<file path="src/rtl/spi_slave_if.sv">
// SPI slave front end: shifts 10-bit command words in on MOSI and returns RAM read data on MISO.
// Optional frame_err output for frames aborted early is enabled by defining SPI_SLAVE_FRAME_ERR_EN.
module spi_slave_if #(
    parameter int ADDR_SIZE = 8
) (
    input  logic                   clk,
    input  logic                   rst_n,
    input  logic                   SS_n,
    input  logic                   MOSI,
    output logic                   MISO,
    output logic [ADDR_SIZE+1:0]   rx_data,
    output logic                   rx_valid,
    input  logic                   tx_valid,
    input  logic [ADDR_SIZE-1:0]   tx_data
`ifdef SPI_SLAVE_FRAME_ERR_EN
    ,
    output logic                   frame_err
`endif
);

    localparam int W  = ADDR_SIZE + 2;
    localparam int CW = $clog2(W + 1) + 1;

    localparam logic [CW-1:0] RX_LAST = CW'(W - 1);
    localparam logic [CW-1:0] RX_DONE = CW'(W);
    localparam logic [CW-1:0] TX_LAST = CW'(ADDR_SIZE);
    localparam logic [CW-1:0] TX_DONE = CW'(ADDR_SIZE + 1);

    typedef enum logic [2:0] {
        IDLE,
        CHK_CMD,
        WRITE,
        READ_ADD,
        READ_DATA
    } state_t;

    state_t               state_q;
    logic [CW-1:0]        rx_cnt_q;
    logic [CW-1:0]        tx_cnt_q;
    logic [W-2:0]         rx_shift_q;
    logic [ADDR_SIZE-1:0] tx_shift_q;
    logic                 rd_addr_seen_q;
    logic                 miso_q;
    logic [W-1:0]         rx_data_q;
    logic                 rx_valid_q;

`ifdef SPI_SLAVE_FRAME_ERR_EN
    logic frame_err_q;
    logic frame_done;

    // A frame is complete once rx_valid fired (write/address) or the last read bit is on MISO.
    always_comb begin
        frame_done = 1'b0;
        if (state_q == WRITE || state_q == READ_ADD)
            frame_done = (rx_cnt_q == RX_DONE);
        else if (state_q == READ_DATA)
            frame_done = (tx_cnt_q >= TX_LAST);
    end

    assign frame_err = frame_err_q;
`endif

    always_ff @(posedge clk) begin
        if (!rst_n) begin
            state_q        <= IDLE;
            rx_cnt_q       <= '0;
            tx_cnt_q       <= '0;
            rx_shift_q     <= '0;
            tx_shift_q     <= '0;
            rd_addr_seen_q <= 1'b0;
            miso_q         <= 1'b0;
            rx_data_q      <= '0;
            rx_valid_q     <= 1'b0;
`ifdef SPI_SLAVE_FRAME_ERR_EN
            frame_err_q    <= 1'b0;
`endif
        end else begin
            rx_valid_q <= 1'b0;
`ifdef SPI_SLAVE_FRAME_ERR_EN
            frame_err_q <= 1'b0;
`endif
            case (state_q)
                IDLE: begin
                    miso_q   <= 1'b0;
                    rx_cnt_q <= '0;
                    tx_cnt_q <= '0;
                    if (!SS_n)
                        state_q <= CHK_CMD;
                end
                default: begin
                    if (SS_n) begin
                        state_q  <= IDLE;
                        rx_cnt_q <= '0;
                        tx_cnt_q <= '0;
                        miso_q   <= 1'b0;
                        // Deselect while the final read bit is on MISO still counts as a finished read.
                        if (state_q == READ_DATA && tx_cnt_q == TX_LAST)
                            rd_addr_seen_q <= 1'b0;
`ifdef SPI_SLAVE_FRAME_ERR_EN
                        frame_err_q <= !frame_done;
`endif
                    end else if (state_q == CHK_CMD) begin
                        rx_shift_q <= {rx_shift_q[W-3:0], MOSI};
                        rx_cnt_q   <= CW'(1);
                        tx_cnt_q   <= '0;
                        if (!MOSI)
                            state_q <= WRITE;
                        else if (rd_addr_seen_q)
                            state_q <= READ_DATA;
                        else
                            state_q <= READ_ADD;
                    end else if (rx_cnt_q != RX_DONE) begin
                        rx_shift_q <= {rx_shift_q[W-3:0], MOSI};
                        rx_cnt_q   <= rx_cnt_q + 1'b1;
                        if (rx_cnt_q == RX_LAST) begin
                            rx_data_q  <= {rx_shift_q, MOSI};
                            rx_valid_q <= 1'b1;
                            if (state_q == READ_ADD)
                                rd_addr_seen_q <= 1'b1;
                        end
                    end else if (state_q == READ_DATA) begin
                        // tx_cnt_q: 0 waits for tx_valid, 1..ADDR_SIZE counts bits on MISO, then done.
                        if (tx_cnt_q == '0) begin
                            if (tx_valid) begin
                                miso_q     <= tx_data[ADDR_SIZE-1];
                                tx_shift_q <= {tx_data[ADDR_SIZE-2:0], 1'b0};
                                tx_cnt_q   <= CW'(1);
                            end
                        end else if (tx_cnt_q < TX_LAST) begin
                            miso_q     <= tx_shift_q[ADDR_SIZE-1];
                            tx_shift_q <= {tx_shift_q[ADDR_SIZE-2:0], 1'b0};
                            tx_cnt_q   <= tx_cnt_q + 1'b1;
                        end else if (tx_cnt_q == TX_LAST) begin
                            miso_q         <= 1'b0;
                            rd_addr_seen_q <= 1'b0;
                            tx_cnt_q       <= TX_DONE;
                        end
                    end
                end
            endcase
        end
    end

    assign MISO     = miso_q;
    assign rx_data  = rx_data_q;
    assign rx_valid = rx_valid_q;

endmodule

</file>
<file path="config.mk">
export PLATFORM = sky130hd
export DESIGN_NAME = spi_slave_if
export DESIGN_NICKNAME = d
export VERILOG_FILES = /design/src/rtl/spi_slave_if.sv
export SDC_FILE = /design/constraint.sdc
export NUM_CORES = 1
export LEC_CHECK = 0
export BUFFER_PORTS_ARGS = -buffer_cell sky130_fd_sc_hd__buf_2
export CAP_MARGIN = 30
export CORE_UTILIZATION = 30
export DETAILED_ROUTE_END_ITERATION = 10
export GPL_TIMING_DRIVEN = 0
export SLEW_MARGIN = 30
export SYNTH_ARGS = -nofsm -noshare
export SYNTH_HDL_FRONTEND = slang
export SYNTH_SLANG_ARGS = --single-unit
</file>
<file path="constraint.sdc">
create_clock -name clk -period 2.1 [get_ports clk]
set_clock_uncertainty 0.05 [all_clocks]
set_input_delay 0.42 -clock clk [delete_from_list [all_inputs] [get_ports clk]]
set_output_delay 0.42 -clock clk [all_outputs]
set_load 0.03 [all_outputs]
</file>
# Word level (Yosys, flattened, before mapping)
# Cells that the tools add are included.
[totals] input_bits=13 n_memories=0 reg_bits=43 ramBits=0 mem_bits_ro=0 latchBits=0
[classes] n_mux=31 eq_ne=14 n_reduce_logical=19 n_bitwise=5 n_div=0 n_addsub=2 n_shift=0 n_mul=0 magnitude_cmp=1
[ops] operator="$mux 8" count=3
[ops] operator="$mux 5" count=4
[ops] operator="$mux 3" count=6
[ops] operator="$mux 9" count=2
[ops] operator="$mux 1" count=16
[ops] operator="$reduce_bool 3->1" count=4
[ops] operator="$add 5x1->5 const B" count=2
[ops] operator="$eq 5x4->1 const B" count=2
[ops] operator="$reduce_and 5->1" count=2
[ops] operator="$reduce_and 9->1" count=1
[ops] operator="$reduce_and 7->1" count=1
[ops] operator="$ne 2x2->1 const B" count=3
[ops] operator="$ne 3x2->1 const B" count=2
[ops] operator="$ne 3x3->1 const B" count=2
[ops] operator="$logic_not 5->1" count=1
[ops] operator="$lt 5x4->1 const B" count=1
[ops] operator="$ne 5x4->1 const B" count=1
[ops] operator="$not 1->1" count=5
[ops] operator="$reduce_or 5->1" count=1
[ops] operator="$reduce_and 4->1" count=1
[ops] operator="$reduce_bool 2->1" count=2
[ops] operator="$reduce_or 4->1" count=1
[ops] operator="$eq 3x1->1 const B" count=1
[ops] operator="$eq 3x2->1 const B" count=1
[ops] operator="7 further kinds" count=7

# Longest topological paths before layout
# Gate-level depths: netlist of the first run.
[depth] ltp_word=8 mapped_depth=8 ltp_nobuf=6

# Worst setup path after synthesis of the first run
# No wires, ideal clock.
[synth_timing] kind="register to register" start="register rx_cnt_q[0]" end="register rx_shift_q[0]" required_ns=1.934 t_arrival_ns=1.586 stages_incl_launch_ff=9 setup_slack_ns=0.348 period_less_slack_ns=1.752 path_cell_list="dfxtp_1 inv_1 ha_1 and4bb_1 buf_6 a211oi_2 buf_6 mux2i_1 nor2b_1"
[synth_between] elab_chain_cells=3
[synth_rtl] item="start: declaration" line="38" rtl="logic [CW-1:0] rx_cnt_q;"
[synth_rtl] item="start signal: assignment" line="114" rtl="rx_cnt_q <= rx_cnt_q + 1'b1;"
[synth_rtl] item="$ne 5x4->1" line="112" rtl="end else if (rx_cnt_q != RX_DONE) begin"
[synth_rtl] item="$reduce_bool 2->1 (no line)"
[synth_rtl] item="$reduce_and 3->1 (no line)"
[synth_rtl] item="end signal: assignment" line="103" rtl="rx_shift_q <= {rx_shift_q[W-3:0], MOSI};"
[synth_rtl] item="end signal: assignment" line="113" rtl="rx_shift_q <= {rx_shift_q[W-3:0], MOSI};"
[synth_rtl] item="end: declaration" line="40" rtl="logic [W-2:0] rx_shift_q;"
# No other way between the ends.
# A chain may end at the register's enable or synchronous reset.

# Worst setup path after layout of the first run
[layout_timing] start="register rx_cnt_q[0]" end="register rx_shift_q[3]"
# Same word-level chain as after synthesis.

==> results of run 1 <==
-- registers in the layout, indices dropped and copies added (netlist names) --
| name | cells |
|---|---|
| state_q | 3 |
| rd_addr_seen_q | 1 |
| rx_valid | 1 |
| rx_data | 10 |
| tx_shift_q | 7 |
| rx_shift_q | 9 |
| tx_cnt_q | 5 |
| rx_cnt_q | 5 |
| MISO | 1 |
-- where the power goes --
group          internal (mW)  leakage (nW)  switching, mW
logic                 0.0302         0.523         0.0325
registers              0.799         0.339        0.00402
clock network          0.355        0.0514          0.278
-- synth_stat cells, types with 4 or more instances --
cell type,n,area share (%)
a21oi_1,6,1.6
clkbuf_1,4,0.79
dfxtp_1,42,44
ha_1,5,3.3
inv_1,7,1.4
mux2i_1,25,13
nand2_1,13,2.6
nand3_1,7,1.8
nor2_1,10,2.0
nor2b_1,22,7.2
nor3_1,6,1.6
o211a_1,6,3.2
-- how the worst max path moves through the flow --
| stage | endpoint | start | slack (ps) |
|---|---|---|---|
| 4_1_cts | rx_shift_q[3]$_SDFFE_PN0P_ | rx_cnt_q[0]$_SDFFE_PP0P_ | 160 |
| 5_1_grt | rx_shift_q[2]$_SDFFE_PN0P_ | rx_cnt_q[0]$_SDFFE_PP0P_ | 10 |
| 6_report | rx_shift_q[3]$_SDFFE_PN0P_ | rx_cnt_q[0]$_SDFFE_PP0P_ | 160 |
| 2_1_floorplan | rx_shift_q[0]$_SDFFE_PN0P_ | rx_cnt_q[0]$_SDFFE_PP0P_ | 350 |
| 3_3_place_gp | rx_shift_q[1]$_SDFFE_PN0P_ | rx_cnt_q[0]$_SDFFE_PP0P_ | 160 |
| 3_5_place_dp | rx_shift_q[7]$_SDFFE_PN0P_ | rx_cnt_q[0]$_SDFFE_PP0P_ | 200 |
-- metrics by stage --
stage          power (mW)  instances  setup slack (ps)  hold slack [ps]  util, %
5_1_grt              1.57        298              9.63              335     36.9
3_3_place_gp        0.886        290               162              406     35.1
2_1_floorplan       0.861        191               348              394        -
4_1_cts              1.52        298               161              324     36.9
3_5_place_dp        0.886        290               199              399     35.1
6_report             1.50        298               165              330     36.9
-- kinds of logic after synthesis --
family / Yosys count
mux: 26
compound gates: 22
flops: 42
buf+inv: 15
simple gates: 78
fa+ha+maj: 5
xor+xnor: 3
-- cells in the final DEF (no fill, tap or decap), types with 5 or more instances in the layout --
cell / Yosys / layout
nand2_1: 13 / 13
nor2b_1: 22 / 22
nand3_1: 7 / 7
clkbuf_8: 0 / 5
ha_1: 5 / 5
nor2_1: 10 / 10
o211a_1: 6 / 6
dfxtp_1: 42 / 42
nor3_1: 6 / 6
inv_1: 7 / 7
clkbuf_1: 4 / 5
buf_2: 0 / 24
mux2i_1: 25 / 25
a21oi_1: 6 / 6
-- metal layers --
metal / part of all wire, % / routed length [microns]
met5: 0 / 0
met1: 52 / 1850
met2: 42 / 1490
met3: 3.8 / 133
met4: 1.8 / 65
-- critical path, cell delays in order (launching register included) --
cell	delay (ps)
dfxtp_1	430
inv_1	80
ha_1	260
and4bb_1	230
buf_6	130
a211oi_2	200
buf_6	190
mux2i_1	190
nor2b_1	60
-- area by class of cell --
cell class	count	area [sq um]	share of cell area, %
clock buffer	6	72.6	3.26
timing repair buffer	24	120	5.40
tap	75	93.8	4.22
clock inverter	2	37.5	1.69
sequential	42	841	37.8
inverter	7	26.3	1.18
buffer	8	52.6	2.36
multi-input combinational	134	982	44.1
==> flow_metrics.py, run 1 <==
metrics = {
    "status": {
        "status": "finished, final reports clean",
    },
    "die": {
        "ios": 25,
        "dieArea_sq_mm": 0.00666,
        "row_count": 28,
        "die_y_microns": 81.6,
        "die_w_microns": 81.6,
        "fp.coreArea_sq_mm": 0.00603,
        "start_util_pct": 31.6,
    },
    "clock_network": {
        "cts_made_buffers": 5,
        "post-cts-setup-buffers": 0,
        "cts_num_sinks": 42,
        "clockBufferDepth": 2,
        "clkLatencyLatePin_ps": 290,
        "cts_root_buffer": "clkbuf_8",
        "cts.clk_slew.worst_paths_ps": 80,
        "ctsResizeCount": 0,
        "cts_tree": "built",
        "ctsHoldBuffers": 0,
        "htree_levels": 2,
    },
    "timing": {
        "finalCritPeriodShare_pct": 92.2,
        "rsz0062_at_grt": "false",
        "tightest_slew_ps": 582,
        "final_max_slew_viol_count": 0,
        "fmax_mhz": 517,
        "period_needed_ps": 1940,
        "slew_headroom_pct": 61.0,
        "tns_ps": 0,
        "setup_viol": 0,
        "hold_violations": 0,
    },
    "global_routing": {
        "grt_pass1_wl_microns": 6310,
        "grt_use_met3_pct": 3.33,
        "grt_usage_pct": 12.4,
        "grt_max_degree": 14,
        "antenna_found_initial": 0,
        "first_global_vias": 1354,
        "gr-total-overflow": 0,
        "grtUsageMet2_pct": 19.4,
        "top_usage_layer": "met2",
        "grtUsageMet1_pct": 16.0,
    },
    "synth": {
        "synth_xor_area_share_pct": 1.38,
        "synth_mux_area_share_pct": 13.7,
        "syn_nets": 209,
        "ys_warn_count": 0,
        "synth_seq_area_share_pct": 44.2,
        "synthSimpleGateAreaFrac_pct": 24.3,
        "synthArstFlopShare_pct": 0,
        "synth_compound_area_share_pct": 8.88,
        "yosys.area_share.adder_pct": 3.29,
        "syn_inst": 191,
        "synth_ff_type": "dfxtp_1",
        "ys_ff_latch": 42,
        "synth.cell_area_sq_mm": 0.00190,
        "synth-edff-count": 0,
        "synth_top_family_by_area": "simple AND/OR/NAND/NOR gates",
        "yosysUniqueCellTypes": 40,
        "avgSynthCellArea_sq_um": 9.96,
    },
    "setup_path": {
        "required_ps": 2240,
        "end_kind": "flop",
        "cp_max_fo": 9,
        "timing_worst_setup_path_type": "flop to flop",
        "r2r-end": "rx_shift_q[3]$_SDFFE_PN0P_",
        "arrival_ps": 2080,
        "rrSetupSlack_ps": 160,
        "cp-start-kind": "flop",
        "r2r_start": "rx_cnt_q[0]$_SDFFE_PP0P_",
        "rr_worst_depth": 8,
    },
    "route": {
        "postRouteAntennaNets": 0,
        "drc": 0,
        "finalWirelength_microns": 3540,
        "drt-initial-drc-count": 40,
        "drt-pass1-iter-count": 4,
        "vias_per_cell": 4.67,
        "dr_total_vias": 1391,
        "wl_per_cell_microns": 11.9,
    },
    "pwr": {
        "ir_worst_vdd_mv": 0.350,
        "cellLeakagePower_nw": 0.913,
        "power_density_mw_per_mm2": 673,
    },
    "final_layout": {
        "finalNetCount": 240,
        "fill_cells": 631,
        "area_growth_pct": 17.0,
        "antenna_cells": 0,
        "drive_gt1_share_pct": 17.0,
        "final_area_sq_mm": 0.00223,
    },
    "place": {
        "hpwl_microns": 2470,
        "place.gp.congestion": 0.803,
        "placed_cell_area_sq_mm": 0.00212,
        "port_buffers": 24,
    },
    "min_path": {
        "hold_start": "tx_data[0]",
        "hold_end": "tx_shift_q[1]$_SDFFE_PN0P_",
        "hold_path.class": "input pin to flop",
        "hold_depth": 3,
    },
    "flow_run": {
        "max_cap_viol_count": 0,
    },
}
No activity file was read; power rests on OpenSTA's default activity.
==> run 2, diff against run 1 <==
--- a/config.mk
+++ b/config.mk
@@ -10,6 +10,8 @@
 export CORE_UTILIZATION = 30
 export DETAILED_ROUTE_END_ITERATION = 10
 export GPL_TIMING_DRIVEN = 0
+export SETUP_SLACK_MARGIN = 0.4
+export SKIP_LAST_GASP = 1
 export SLEW_MARGIN = 30
 export SYNTH_ARGS = -nofsm -noshare
 export SYNTH_HDL_FRONTEND = slang
==> constraint.sdc (replaced) <==
create_clock -name clk -period 2.1 [get_ports clk]
set_clock_uncertainty 0.05 [all_clocks]
set_input_delay 0.105 -clock clk [delete_from_list [all_inputs] [get_ports clk]]
set_output_delay 0.105 -clock clk [all_outputs]
set_load 0.03 [all_outputs]
==> flow_metrics.py, run 2 (synthesis gave the netlist of run 1 again) <==
metrics = {
    "timing": {
        "slew_headroom_pct": 69.5,
        "period_needed_ps": 1720,
        "tns_ps": 0,
        "worst_slack_ps": 382,
        "hold_ws_ps": 8.31,
        "fmax_mhz": 582,
        "hold_violations": 0,
        "rsz0062_at_grt": "true",
        "final_max_slew_viol_count": 0,
        "finalCritPeriodShare_pct": 81.8,
        "setup_viol": 0,
        "tightest_slew_ps": 455,
    },
    "final_layout": {
        "final_area_sq_mm": 0.00243,
        "final_cell_mix": "39 x dfxtp_1, 25 x mux2i_1, 24 x buf_2",
        "seq_area_sq_um": 850,
        "area_growth_pct": 27.8,
        "antenna_cells": 0,
        "finalNetCount": 251,
        "layout_commonest_cell": "dfxtp_1",
        "fill_cells": 614,
        "multi_input_area_sq_mm": 0.00108,
        "drive_gt1_share_pct": 28.6,
        "largest_register_ffs": 10,
    },
    "min_path": {
        "hold_start": "tx_data[0]",
        "hold_depth": 3,
        "hold_path.class": "input pin to flop",
        "hold_end": "tx_shift_q[1]$_SDFFE_PN0P_",
    },
    "setup_path": {
        "cp_max_fo": 5,
        "path_cells": "inv_4 -> ha_4 -> and4bb_1 -> buf_6 -> a211oi_4 -> buf_6 -> mux2i_1 -> nor2b_1",
        "critical-path-max-stage-delay_ps": 380,
        "required_ps": 2250,
        "arrival_ps": 1860,
        "critPathMostFrequentCell": "buf_6",
        "timing_worst_setup_path_type": "flop to flop",
        "rr_worst_depth": 8,
        "cpMaxStageDelayCell": "dfxtp_4",
        "rrSetupSlack_ps": 380,
        "r2r_start": "rx_cnt_q[0]$_SDFFE_PP0P_",
        "end_kind": "flop",
        "cp-start-kind": "flop",
        "r2r-end": "rx_shift_q[0]$_SDFFE_PN0P_",
    },
    "route": {
        "drt-pass1-iter-count": 4,
        "postRouteAntennaNets": 0,
        "drc": 0,
        "drt-initial-drc-count": 65,
        "dr_total_vias": 1478,
        "wl_per_cell_microns": 12.6,
        "vias_per_cell": 4.78,
        "finalWirelength_microns": 3880,
    },
    "place": {
        "port_buffers": 24,
        "placed_cell_area_sq_mm": 0.00212,
        "place.gp.congestion": 0.804,
        "hpwl_microns": 2510,
        "pre_cts_ws_ps": 286,
    },
    "die": {
        "fp.coreArea_sq_mm": 0.00603,
        "die_y_microns": 81.6,
        "start_util_pct": 31.6,
        "ios": 25,
        "die_w_microns": 81.6,
        "row_count": 28,
        "dieArea_sq_mm": 0.00666,
    },
    "global_routing": {
        "grt_pass1_wl_microns": 6870,
        "antenna_found_initial": 0,
        "gr-total-overflow": 0,
        "grt_usage_pct": 13.5,
        "grt_max_degree": 14,
        "first_global_vias": 1506,
    },
    "flow_run": {
        "max_cap_viol_count": 0,
    },
    "status": {
        "status": "finished, final reports clean",
    },
    "clock_network": {
        "cts_num_sinks": 42,
        "cts_tree": "built",
        "cts_root_buffer": "clkbuf_8",
        "clkLatencyLatePin_ps": 300,
        "htree_levels": 2,
        "cts.clk_slew.worst_paths_ps": 80,
        "clockBufferDepth": 2,
        "cts_made_buffers": 5,
    },
    "pwr": {
        "ir_worst_vdd_mv": 0.316,
        "fin_total_pwr_mw": 1.51,
        "power_density_mw_per_mm2": 622,
        "cellLeakagePower_nw": 0.987,
    },
}
run 2: changes by cell type in the layout (fill, tap and decap cells not counted), sizes merged:
cell,delta
buf,+11
run 2: critical path: cells and delay by family (launching register included):
family	cells	cell delay [ps]
DFF	1	380
buffers and inverters	3	350
and+or+nand+nor	2	260
AOI/OAI and AO/OA	1	250
muxes	1	180
adders and majority gates	1	150
run 2: worst max-delay path by stage:
stage	startpoint	endpoint	slack, ps	depth (start not counted)
6_report	rx_cnt_q[0]$_SDFFE_PP0P_	rx_shift_q[0]$_SDFFE_PN0P_	380	8
5_1_grt	state_q[1]$_SDFFE_PN0P_	rx_shift_q[2]$_SDFFE_PN0P_	290	6
4_1_cts	rx_cnt_q[0]$_SDFFE_PP0P_	rx_shift_q[0]$_SDFFE_PN0P_	360	8
3_5_place_dp	rx_cnt_q[1]$_SDFFE_PP0P_	tx_shift_q[5]$_SDFFE_PN0P_	290	7
3_3_place_gp	rx_cnt_q[0]$_SDFFE_PP0P_	rx_shift_q[1]$_SDFFE_PN0P_	290	8
2_1_floorplan	rx_cnt_q[0]$_SDFFE_PP0P_	rx_shift_q[0]$_SDFFE_PN0P_	430	8
run 2: cell type report:
type | count | area share, %
well taps | 75 | 3.86
clock inverters | 2 | 1.54
repair buffers | 35 | 8.80
multi-input cells | 134 | 44.4
flip-flops and latches | 42 | 34.9
inverters | 7 | 1.18
plain buffers | 8 | 2.32
clock buffers | 6 | 2.99
run 2: power by group:
part / switching [mW] / leakage, nW / internal [mW] / total (mW)
logic: 0.0383 / 0.595 / 0.0377 / 0.0760
clock network: 0.281 / 0.0514 / 0.355 / 0.635
registers: 0.00456 / 0.341 / 0.797 / 0.802
run 2: repair_timing:
action | in CTS | in global routing
hold endpoints to repair | 0 | 0
setup buffers | 7 | 2
pin swaps | 5 | 4
resized for setup | 27 | 5
hold buffers | 0 | 0
endpoints found under the setup margin | 28 | 31
cloned | 2 | 0
run 2: per-layer routing:
layer / vias to the layer above / share of wire [%] / global-route usage, % / routed length, microns
met2: 19 / 46 / 22.0 / 1770
met1: 696 / 49 / 16.7 / 1890
li1: 756 / - / - / -
met3: 7 / 3.7 / 3.33 / 144
met4: 0 / 2.1 / 6.32 / 80
met5: - / 0 / 0 / 0
run 2: metrics by stage:
stage	utilization (%)	cells
after floorplan	-	191
after global routing	40.3	309
after detailed placement	35.2	290
after global placement	35.2	290
after CTS	39.8	307
final	40.3	309
